--- src/rtl/uart_tx_serializer_if.sv ---
// rtl/uart_tx_serializer_if.sv - byte handshake bundle for uart_tx_serializer; parity_odd exists only with UART_TX_PARITY_EN
interface uart_tx_serializer_if #(
  parameter int DATA_BITS = 8
);
  logic [DATA_BITS-1:0] tx_data;
  logic                 tx_valid;
  logic                 tx_ready;
`ifdef UART_TX_PARITY_EN
  logic                 parity_odd;

  modport master (output tx_data, output tx_valid, output parity_odd, input tx_ready);
  modport slave  (input tx_data, input tx_valid, input parity_odd, output tx_ready);
`else
  modport master (output tx_data, output tx_valid, input tx_ready);
  modport slave  (input tx_data, input tx_valid, output tx_ready);
`endif
endinterface

--- src/rtl/uart_tx_serializer.sv ---
// rtl/uart_tx_serializer.sv - UART transmit serializer paced by baud_tick (start, LSB-first data, stop bits)
// Optional parity bit enabled by defining UART_TX_PARITY_EN.
module uart_tx_serializer #(
  parameter int DATA_BITS = 8,
  parameter int STOP_BITS = 1
) (
  input  logic                clock,
  input  logic                reset_n,
  input  logic                baud_tick,
  uart_tx_serializer_if.slave byte_if,
  output logic                tx,
  output logic                tx_busy
);

  localparam int BIT_W  = $clog2(DATA_BITS);
  localparam int STOP_W = $clog2(STOP_BITS + 1);

  localparam logic [BIT_W-1:0]  BIT_LAST  = BIT_W'(DATA_BITS - 1);
  localparam logic [STOP_W-1:0] STOP_LAST = STOP_W'(STOP_BITS - 1);

  localparam logic [2:0] S_IDLE   = 3'd0;
  localparam logic [2:0] S_SYNC   = 3'd1;
  localparam logic [2:0] S_START  = 3'd2;
  localparam logic [2:0] S_DATA   = 3'd3;
  localparam logic [2:0] S_PARITY = 3'd4;
  localparam logic [2:0] S_STOP   = 3'd5;

  logic [2:0]           state_q,    state_d;
  logic [DATA_BITS-1:0] shift_q,    shift_d;
  logic [BIT_W-1:0]     bit_cnt_q,  bit_cnt_d;
  logic [STOP_W-1:0]    stop_cnt_q, stop_cnt_d;
  logic                 tx_q,       tx_d;
  logic                 ready_q,    ready_d;
  logic                 busy_q,     busy_d;
`ifdef UART_TX_PARITY_EN
  logic                 parity_q,   parity_d;
`endif

  assign tx               = tx_q;
  assign tx_busy          = busy_q;
  assign byte_if.tx_ready = ready_q;

  always_comb begin
    state_d    = state_q;
    shift_d    = shift_q;
    bit_cnt_d  = bit_cnt_q;
    stop_cnt_d = stop_cnt_q;
    tx_d       = tx_q;
    ready_d    = ready_q;
    busy_d     = busy_q;
`ifdef UART_TX_PARITY_EN
    parity_d   = parity_q;
`endif

    case (state_q)
      S_IDLE: begin
        // baud_tick is deliberately ignored here; a coincident tick is not consumed
        tx_d    = 1'b1;
        ready_d = 1'b1;
        busy_d  = 1'b0;
        if (byte_if.tx_valid && ready_q) begin
          shift_d = byte_if.tx_data;
`ifdef UART_TX_PARITY_EN
          // the shift register is consumed bit by bit, so parity is fixed at acceptance
          parity_d = (^byte_if.tx_data) ^ byte_if.parity_odd;
`endif
          ready_d = 1'b0;
          busy_d  = 1'b1;
          state_d = S_SYNC;
        end
      end

      S_SYNC: begin
        if (baud_tick) begin
          tx_d    = 1'b0;
          state_d = S_START;
        end
      end

      S_START: begin
        if (baud_tick) begin
          tx_d      = shift_q[0];
          bit_cnt_d = '0;
          state_d   = S_DATA;
        end
      end

      S_DATA: begin
        if (baud_tick) begin
          if (bit_cnt_q == BIT_LAST) begin
`ifdef UART_TX_PARITY_EN
            tx_d    = parity_q;
            state_d = S_PARITY;
`else
            tx_d       = 1'b1;
            stop_cnt_d = '0;
            state_d    = S_STOP;
`endif
          end else begin
            shift_d   = shift_q >> 1;
            tx_d      = shift_q[1];
            bit_cnt_d = bit_cnt_q + BIT_W'(1);
          end
        end
      end

`ifdef UART_TX_PARITY_EN
      S_PARITY: begin
        if (baud_tick) begin
          tx_d       = 1'b1;
          stop_cnt_d = '0;
          state_d    = S_STOP;
        end
      end
`endif

      S_STOP: begin
        tx_d = 1'b1;
        if (baud_tick) begin
          if (stop_cnt_q == STOP_LAST) begin
            busy_d  = 1'b0;
            ready_d = 1'b1;
            state_d = S_IDLE;
          end else begin
            stop_cnt_d = stop_cnt_q + STOP_W'(1);
          end
        end
      end

      default: begin
        // unused encodings recover to an idle, ready line
        state_d    = S_IDLE;
        tx_d       = 1'b1;
        ready_d    = 1'b1;
        busy_d     = 1'b0;
        bit_cnt_d  = '0;
        stop_cnt_d = '0;
      end
    endcase
  end

  always_ff @(posedge clock or negedge reset_n) begin
    if (!reset_n) begin
      state_q    <= S_IDLE;
      shift_q    <= '0;
      bit_cnt_q  <= '0;
      stop_cnt_q <= '0;
      tx_q       <= 1'b1;
      ready_q    <= 1'b1;
      busy_q     <= 1'b0;
`ifdef UART_TX_PARITY_EN
      parity_q   <= 1'b0;
`endif
    end else begin
      state_q    <= state_d;
      shift_q    <= shift_d;
      bit_cnt_q  <= bit_cnt_d;
      stop_cnt_q <= stop_cnt_d;
      tx_q       <= tx_d;
      ready_q    <= ready_d;
      busy_q     <= busy_d;
`ifdef UART_TX_PARITY_EN
      parity_q   <= parity_d;
`endif
    end
  end

endmodule
--- src/flat_wrapper.sv ---
// flat-port wrapper written by rule: the top's interface ports become plain ports
module uart_tx_serializer_flat 
#(
  parameter int DATA_BITS = 8,
  parameter int STOP_BITS = 1
)
  (clock, reset_n, baud_tick, tx, tx_busy, byte_if_tx_data, byte_if_tx_valid, byte_if_tx_ready);
  uart_tx_serializer_if #(.DATA_BITS(DATA_BITS)) byte_if_i ();
  input  logic clock;
  input  logic reset_n;
  input  logic baud_tick;
  output logic tx;
  output logic tx_busy;
  input wire logic [$bits(byte_if_i.tx_data)-1:0] byte_if_tx_data;
  input wire logic [$bits(byte_if_i.tx_valid)-1:0] byte_if_tx_valid;
  output wire logic [$bits(byte_if_i.tx_ready)-1:0] byte_if_tx_ready;
  assign byte_if_i.tx_data = byte_if_tx_data;
  assign byte_if_i.tx_valid = byte_if_tx_valid;
  assign byte_if_tx_ready = byte_if_i.tx_ready;
  uart_tx_serializer #(.DATA_BITS(DATA_BITS), .STOP_BITS(STOP_BITS)) u_core (.clock(clock), .reset_n(reset_n), .baud_tick(baud_tick), .byte_if(byte_if_i), .tx(tx), .tx_busy(tx_busy));
endmodule
--- config.mk ---
export PLATFORM = sky130hd
export DESIGN_NAME = uart_tx_serializer_flat
export DESIGN_NICKNAME = d
export VERILOG_FILES = /design/src/rtl/uart_tx_serializer_if.sv /design/src/rtl/uart_tx_serializer.sv /design/src/flat_wrapper.sv
export SDC_FILE = /design/constraint.sdc
export NUM_CORES = 1
export LEC_CHECK = 0
export BUFFER_PORTS_ARGS = -buffer_cell sky130_fd_sc_hd__buf_4
export CAP_MARGIN = 20
export CORE_UTILIZATION = 44
export DETAILED_ROUTE_END_ITERATION = 12
export GPL_TIMING_DRIVEN = 0
export HOLD_SLACK_MARGIN = 0.03
export PLACE_DENSITY = 0.73
export SYNTH_ARGS = -nofsm -noshare
export SYNTH_HDL_FRONTEND = slang
export SYNTH_SLANG_ARGS = --single-unit
--- constraint.sdc ---
create_clock -name clock -period 2 [get_ports clock]
set_clock_uncertainty 0.15 [all_clocks]
set_input_delay 0.3 -clock clock [delete_from_list [all_inputs] [get_ports clock]]
set_output_delay 0.3 -clock clock [all_outputs]
set_load 0.05 [all_outputs]
After elaboration in Yosys (flattened, before gate mapping)

Cells that the tools add are included.

Input port bits: 12
Register bits after elaboration: 18
Latch bits: 0
Output and inout port bits: 3
Memory bits (read-only): 0
Word-level logic and storage cells: 71
Bits in writable memories: 0
Memories: 0

Muxes and demuxes: 34
$lt $le $gt $ge: 0
Bitwise gates (word level): 3
Reductions and logical operators: 12
Div/mod/pow operators: 0
Shifts and indexed selects: 0
$mul: 0
Eq/ne operators: 13
Add/sub/neg operators: 2

Operators by type and width:

| cell                                                                     | number |
|---|---|
| 3-bit two-way mux                                                        | 10 |
| 8-bit two-way mux                                                        | 3 |
| 8-bit one-hot mux with 2 select lines                                    | 1 |
| 3-bit one-hot mux with 5 select lines                                    | 1 |
| 1-bit two-way mux                                                        | 14 |
| 2-bit inequality test (second input constant)                            | 6 |
| 1-bit one-hot mux with 3 select lines                                    | 4 |
| 4-bit AND reduction                                                      | 3 |
| 3-bit one-hot mux with 3 select lines                                    | 1 |
| 3-bit OR reduction                                                       | 3 |
| 7-bit AND reduction                                                      | 1 |
| 3-bit by 2-bit equality test with 1-bit output (second input constant)   | 2 |
| 3-bit equality test (second input constant)                              | 2 |
| 3-bit AND reduction                                                      | 2 |
| 2-bit by 1-bit inequality test with 1-bit output (second input constant) | 2 |
| 3-bit by 1-bit adder with 3-bit output (second input constant)           | 1 |
| 3-bit by 1-bit equality test with 1-bit output (second input constant)   | 1 |
| 3-bit logical NOT                                                        | 1 |
| 1-bit inverter                                                           | 3 |
| 2-bit nonzero test                                                       | 1 |
| 1-bit adder (second input constant)                                      | 1 |
| 1-bit logical AND                                                        | 1 |

Depth between registers and ports, before layout

Depth after elaboration: 4
Gate-level depth with buffers: 5
Depth with buffers taken out: 5

Least setup slack after synthesis

OpenSTA, ideal clock, no wires.

Kind: register -> register
Start: reg u_core.bit_cnt_q[0]
End: reg u_core.shift_q[2]
Data required time: 1725 ps
Library setup time: 125 ps
Arrival: 1653 ps
Period minus slack after synthesis: 1928 ps
Slack: 72 ps
Cell stages (with the launch flop): 6
Path buffers: 0
Cells stage by stage: dfrtp_1 > ha_1 > ha_1 > nand4b_1 > a21oi_4 > mux2_2

Cells in the longest elaborated chain, start to end: 3

RTL lines:

| element                                | line                      | RTL |
|---|---|---|
| start, declared                        | uart_tx_serializer.sv:30  | `logic [BIT_W-1:0] bit_cnt_q, bit_cnt_d;` |
| start signal, assigned                 | uart_tx_serializer.sv:157 | `bit_cnt_q <= bit_cnt_d;` |
| 3-bit equality test                    | uart_tx_serializer.sv:90  | `if (bit_cnt_q == BIT_LAST) begin` |
| 2-bit inequality test (no source line) | -                         |  |
| 4-bit AND reduction (no source line)   | -                         |  |
| end signal, assigned                   | uart_tx_serializer.sv:156 | `shift_q <= shift_d;` |
| end, declared                          | uart_tx_serializer.sv:29  | `logic [DATA_BITS-1:0] shift_q, shift_d;` |

No other way between the ends.
A chain may end at the register's enable or synchronous reset.

Worst setup path in the final report

Start: reg u_core.bit_cnt_q[0]
End: reg u_core.shift_q[6]

Same word-level chain as after synthesis.

==> results.tsv <==
stage	metric	value	unit
setup_path	critical_path.top_delay_family	flip-flops	
setup_path	reg2regPathDepth	6	
global_route	grt.total_usage	0.1594	
yosys	ys_seq_area_frac	0.4524	
floorplan	die-area	2339	µm²
setup_path	slowest_stage	dfrtp_1	
route	drcViolationCount	0	
sta	finalMaxSlewViolations	0	
power	p_switching	622.4	µW
power	pwr-share-comb	0.544	
floorplan	initial_core_util	0.4773	
setup_path	r2r_start	u_core.bit_cnt_q[0]$_DFFE_PN0P_	
setup_path	r2r_slack	0.09	ns
global_route	grt_max_degree	18	
sta	worst_slack	0.08549	ns
flow_run	cap_violations	0	
sta	fin_crit_sh	0.9573	
min_path	hp-start	byte_if_tx_data[7]	
layout	area_growth	24.74	%
yosys	yosys_register_bits	17	
setup_path	endpoint_kind	flip-flop	
floorplan	die_x	48.37	µm
placement	placed_cells	117	
clocking	cts_tree	yes	
global_route	grt_overflow	0	
placement	port_buffers	14	
sta	grt_setup_unrepaired	no	
min_path	min_path_cells	3	
setup_path	cpPeakStageDelay	0.40	ns
placement	pre_cts_ws	-0.08967	ns
route	via_count	665	
setup_path	rr_endpoint	u_core.shift_q[6]$_DFFE_PN0P_	
route	ant_nets	0	
clocking	clockBufferDepth	2	
layout	drive_gt1_frac	0.4545	
global_route	grt_pass1_wl	2.911	mm
route	top_layer_used	met4	
layout	final_cells	126	
yosys	synth.avg_cell_area	12.45	µm²
setup_path	worst-setup-path-type	reg -> reg	
sta	relSlewSlack	0.6897	
yosys	ys_warn_count	0	
floorplan	core	1982	µm²
yosys	syn_area	945.9	µm²
route	wl_met1	738	µm
route	post_drt_wl_per_cell	12.68	µm
power	p_sw_frac	0.3590	
placement	hpwl	1.151	mm
sta	max_slew.worst_pin.slew	0.4654	ns
route	drt_iter0_markers	6	
setup_path	required	2.03	ns
global_route	grt_antenna_before_repair	0	
power	powerDensity	1470	nW/µm²
layout	mostFrequentLayoutCell	buf_4	
clocking	numCtsBuffers	3	
route	viasPerCell	5.278	
clocking	clock_latency	0.28	ns
layout	multiInputGateArea	493.0	µm²
power	peakVddDrop	0.6225	mV
sta	post-route-min-period	1.915	ns
route	met2_length	804	µm
setup_path	crit_buf_inv	1	
min_path	hp-class	in -> reg	
placement	place_congestion	0.7217	
layout	fill_cells	160	
setup_path	cp.arrival	1.94	ns
sta	hold_viol	0	
setup_path	path_max_fanout	8	
layout	final_cell_mix	buf_4, dfrtp_1, mux2_4	
run_status	outcome	completed	
floorplan	fp-row-count	16	
global_route	grt_pass1_vias	674	
power	p_seq_frac	0.350	
route	first_pass_iters	4	
power	pwr-share-clk	0.105	
floorplan	die_h	48.37	µm
route	met3_wirelength	40	µm
setup_path	path_cells	ha_2 > ha_4 > nand4b_1 > a21oi_4 > buf_12 > mux2_2	
sta	setup_violations	0	
layout	design_area	1180	µm²
layout	finalNetCount	114	
sta	fmax	522.3	MHz
yosys	synthCells	76	
setup_path	startpoint_type	flip-flop	
clocking	ctsRootBufferMaster	clkbuf_4	
power	power.leakage	0.5328	nW
yosys	syn_nets	90	
route	wl	1.598	mm
yosys	yosysUniqueCellTypes	30	
placement	dpl_cell_area	1085	µm²
clocking	h-tree-depth	1	
floorplan	io_pins	15	
clocking	cts.sinks	17	
clocking	clk_pin_slew	0.10	ns
layout	final-seq-area	427.9	µm²
layout	n_antenna_cell	0	
min_path	hold_end	u_core.shift_q[7]$_DFFE_PN0P_	
power	internal-power	1.111	mW
==> state kept, by name, summed over array words and instances, names as in the netlist <==
signal,flops
u_core.tx_busy,1
u_core.shift_q,8
u_core.bit_cnt_q,3
u_core.state_q,3
u_core.byte_if.tx_ready,1
u_core.tx,1
==> worst max path at each step <==
stage                                    start                       endpoint  slack [ns]  cells after the start
2_1_floorplan  u_core.bit_cnt_q[0]$_DFFE_PN0P_  u_core.shift_q[2]$_DFFE_PN0P_        0.07                      5
3_3_place_gp   u_core.bit_cnt_q[0]$_DFFE_PN0P_  u_core.shift_q[2]$_DFFE_PN0P_       -0.06                      5
3_5_place_dp   u_core.bit_cnt_q[0]$_DFFE_PN0P_  u_core.shift_q[6]$_DFFE_PN0P_       -0.09                      5
4_1_cts        u_core.bit_cnt_q[0]$_DFFE_PN0P_  u_core.shift_q[6]$_DFFE_PN0P_        0.05                      6
5_1_grt        u_core.bit_cnt_q[1]$_DFFE_PN0P_  u_core.shift_q[4]$_DFFE_PN0P_       0.005                      6
6_report       u_core.bit_cnt_q[0]$_DFFE_PN0P_  u_core.shift_q[6]$_DFFE_PN0P_        0.09                      6
==> power groups by stage <==
stage	clock network [mW]	logic [mW]	registers (mW)
global placement	0	0.840	0.605
CTS	0.188	0.904	0.603
global route	0.204	1.02	0.629
floorplan	0	0.603	0.697
detailed placement	0	0.860	0.612
finish	0.183	0.944	0.607
==> cell type report <==
cell class / count / share of cell area
Buffer: 5 / 0.02439
Clock buffer: 3 / 0.01909
Clock inverter: 1 / 0.004242
Inverter: 3 / 0.009544
Multi-Input combinational cell: 51 / 0.4178
Sequential cell: 17 / 0.3627
Tap cell: 27 / 0.02863
Timing Repair Buffer: 19 / 0.1336
==> cell families after synthesis <==
family	count (synthesis)	share of synthesized area
simple gates	17	0.1244
flops	17	0.4524
compound gates	16	0.1402
mux	16	0.2143
buf+inv	8	0.04233
fa+ha+maj	2	0.02645
==> synth_stat cells, drive strengths merged <==
cell     instances  area [µm²]
a21boi           2       15.01
a21o             1       7.510
a21oi            2       21.27
a22o             2       17.52
and4             1       8.760
buf              3       21.27
clkbuf           2       7.510
dfrtp           15       375.4
dfstp            2       52.55
ha               2       25.02
inv              3       11.26
mux2            13       172.7
mux2i            3       30.03
nand2            3       11.26
nand3b           1       7.510
nand4b           2       17.52
nand4bb          1       27.53
nor2             5       18.77
nor2b            1       6.260
nor3             1       5.000
nor3b            1       7.510
o21ai            3       15.01
o221a            1       11.26
o22ai            1       6.260
o2bb2ai          1       8.760
o32a             3       30.03
or2b             1       7.510
==> through the flow <==
step	power [mW]	setup TNS (ns)	hold WS, ns	utilization
CTS	1.695	0	0.1226	0.5777
global route	1.855	0	0.1333	0.5953
global placement	1.444	-0.3082	0.02667	0.5473
finish	1.734	0	0.1295	0.5953
detailed placement	1.472	-0.4587	0.02701	0.5473
floorplan	1.300	0	-0.1456	-
==> per-layer routing <==
layer  global-route usage  vias up
li1                     -      327
met1               0.2077      329
met2               0.2700        7
met3              0.02201        2
met4              0.05882        0
met5                    0        -
==> worst min-delay path: stages <==
cell	delay, ns
buf_4	0.11
nand2_1	0.05
mux2i_1	0.07
==> repair_timing <==
item | in CTS | in global routing
endpoints found under the setup margin | 6 | 5
hold endpoints to repair | 17 | 0
setup buffers | 1 | 3
pin swaps | 1 | 2
gates resized for setup | 1 | 2
hold buffers | 1 | 0
Power figures use the tool's default switching activity.
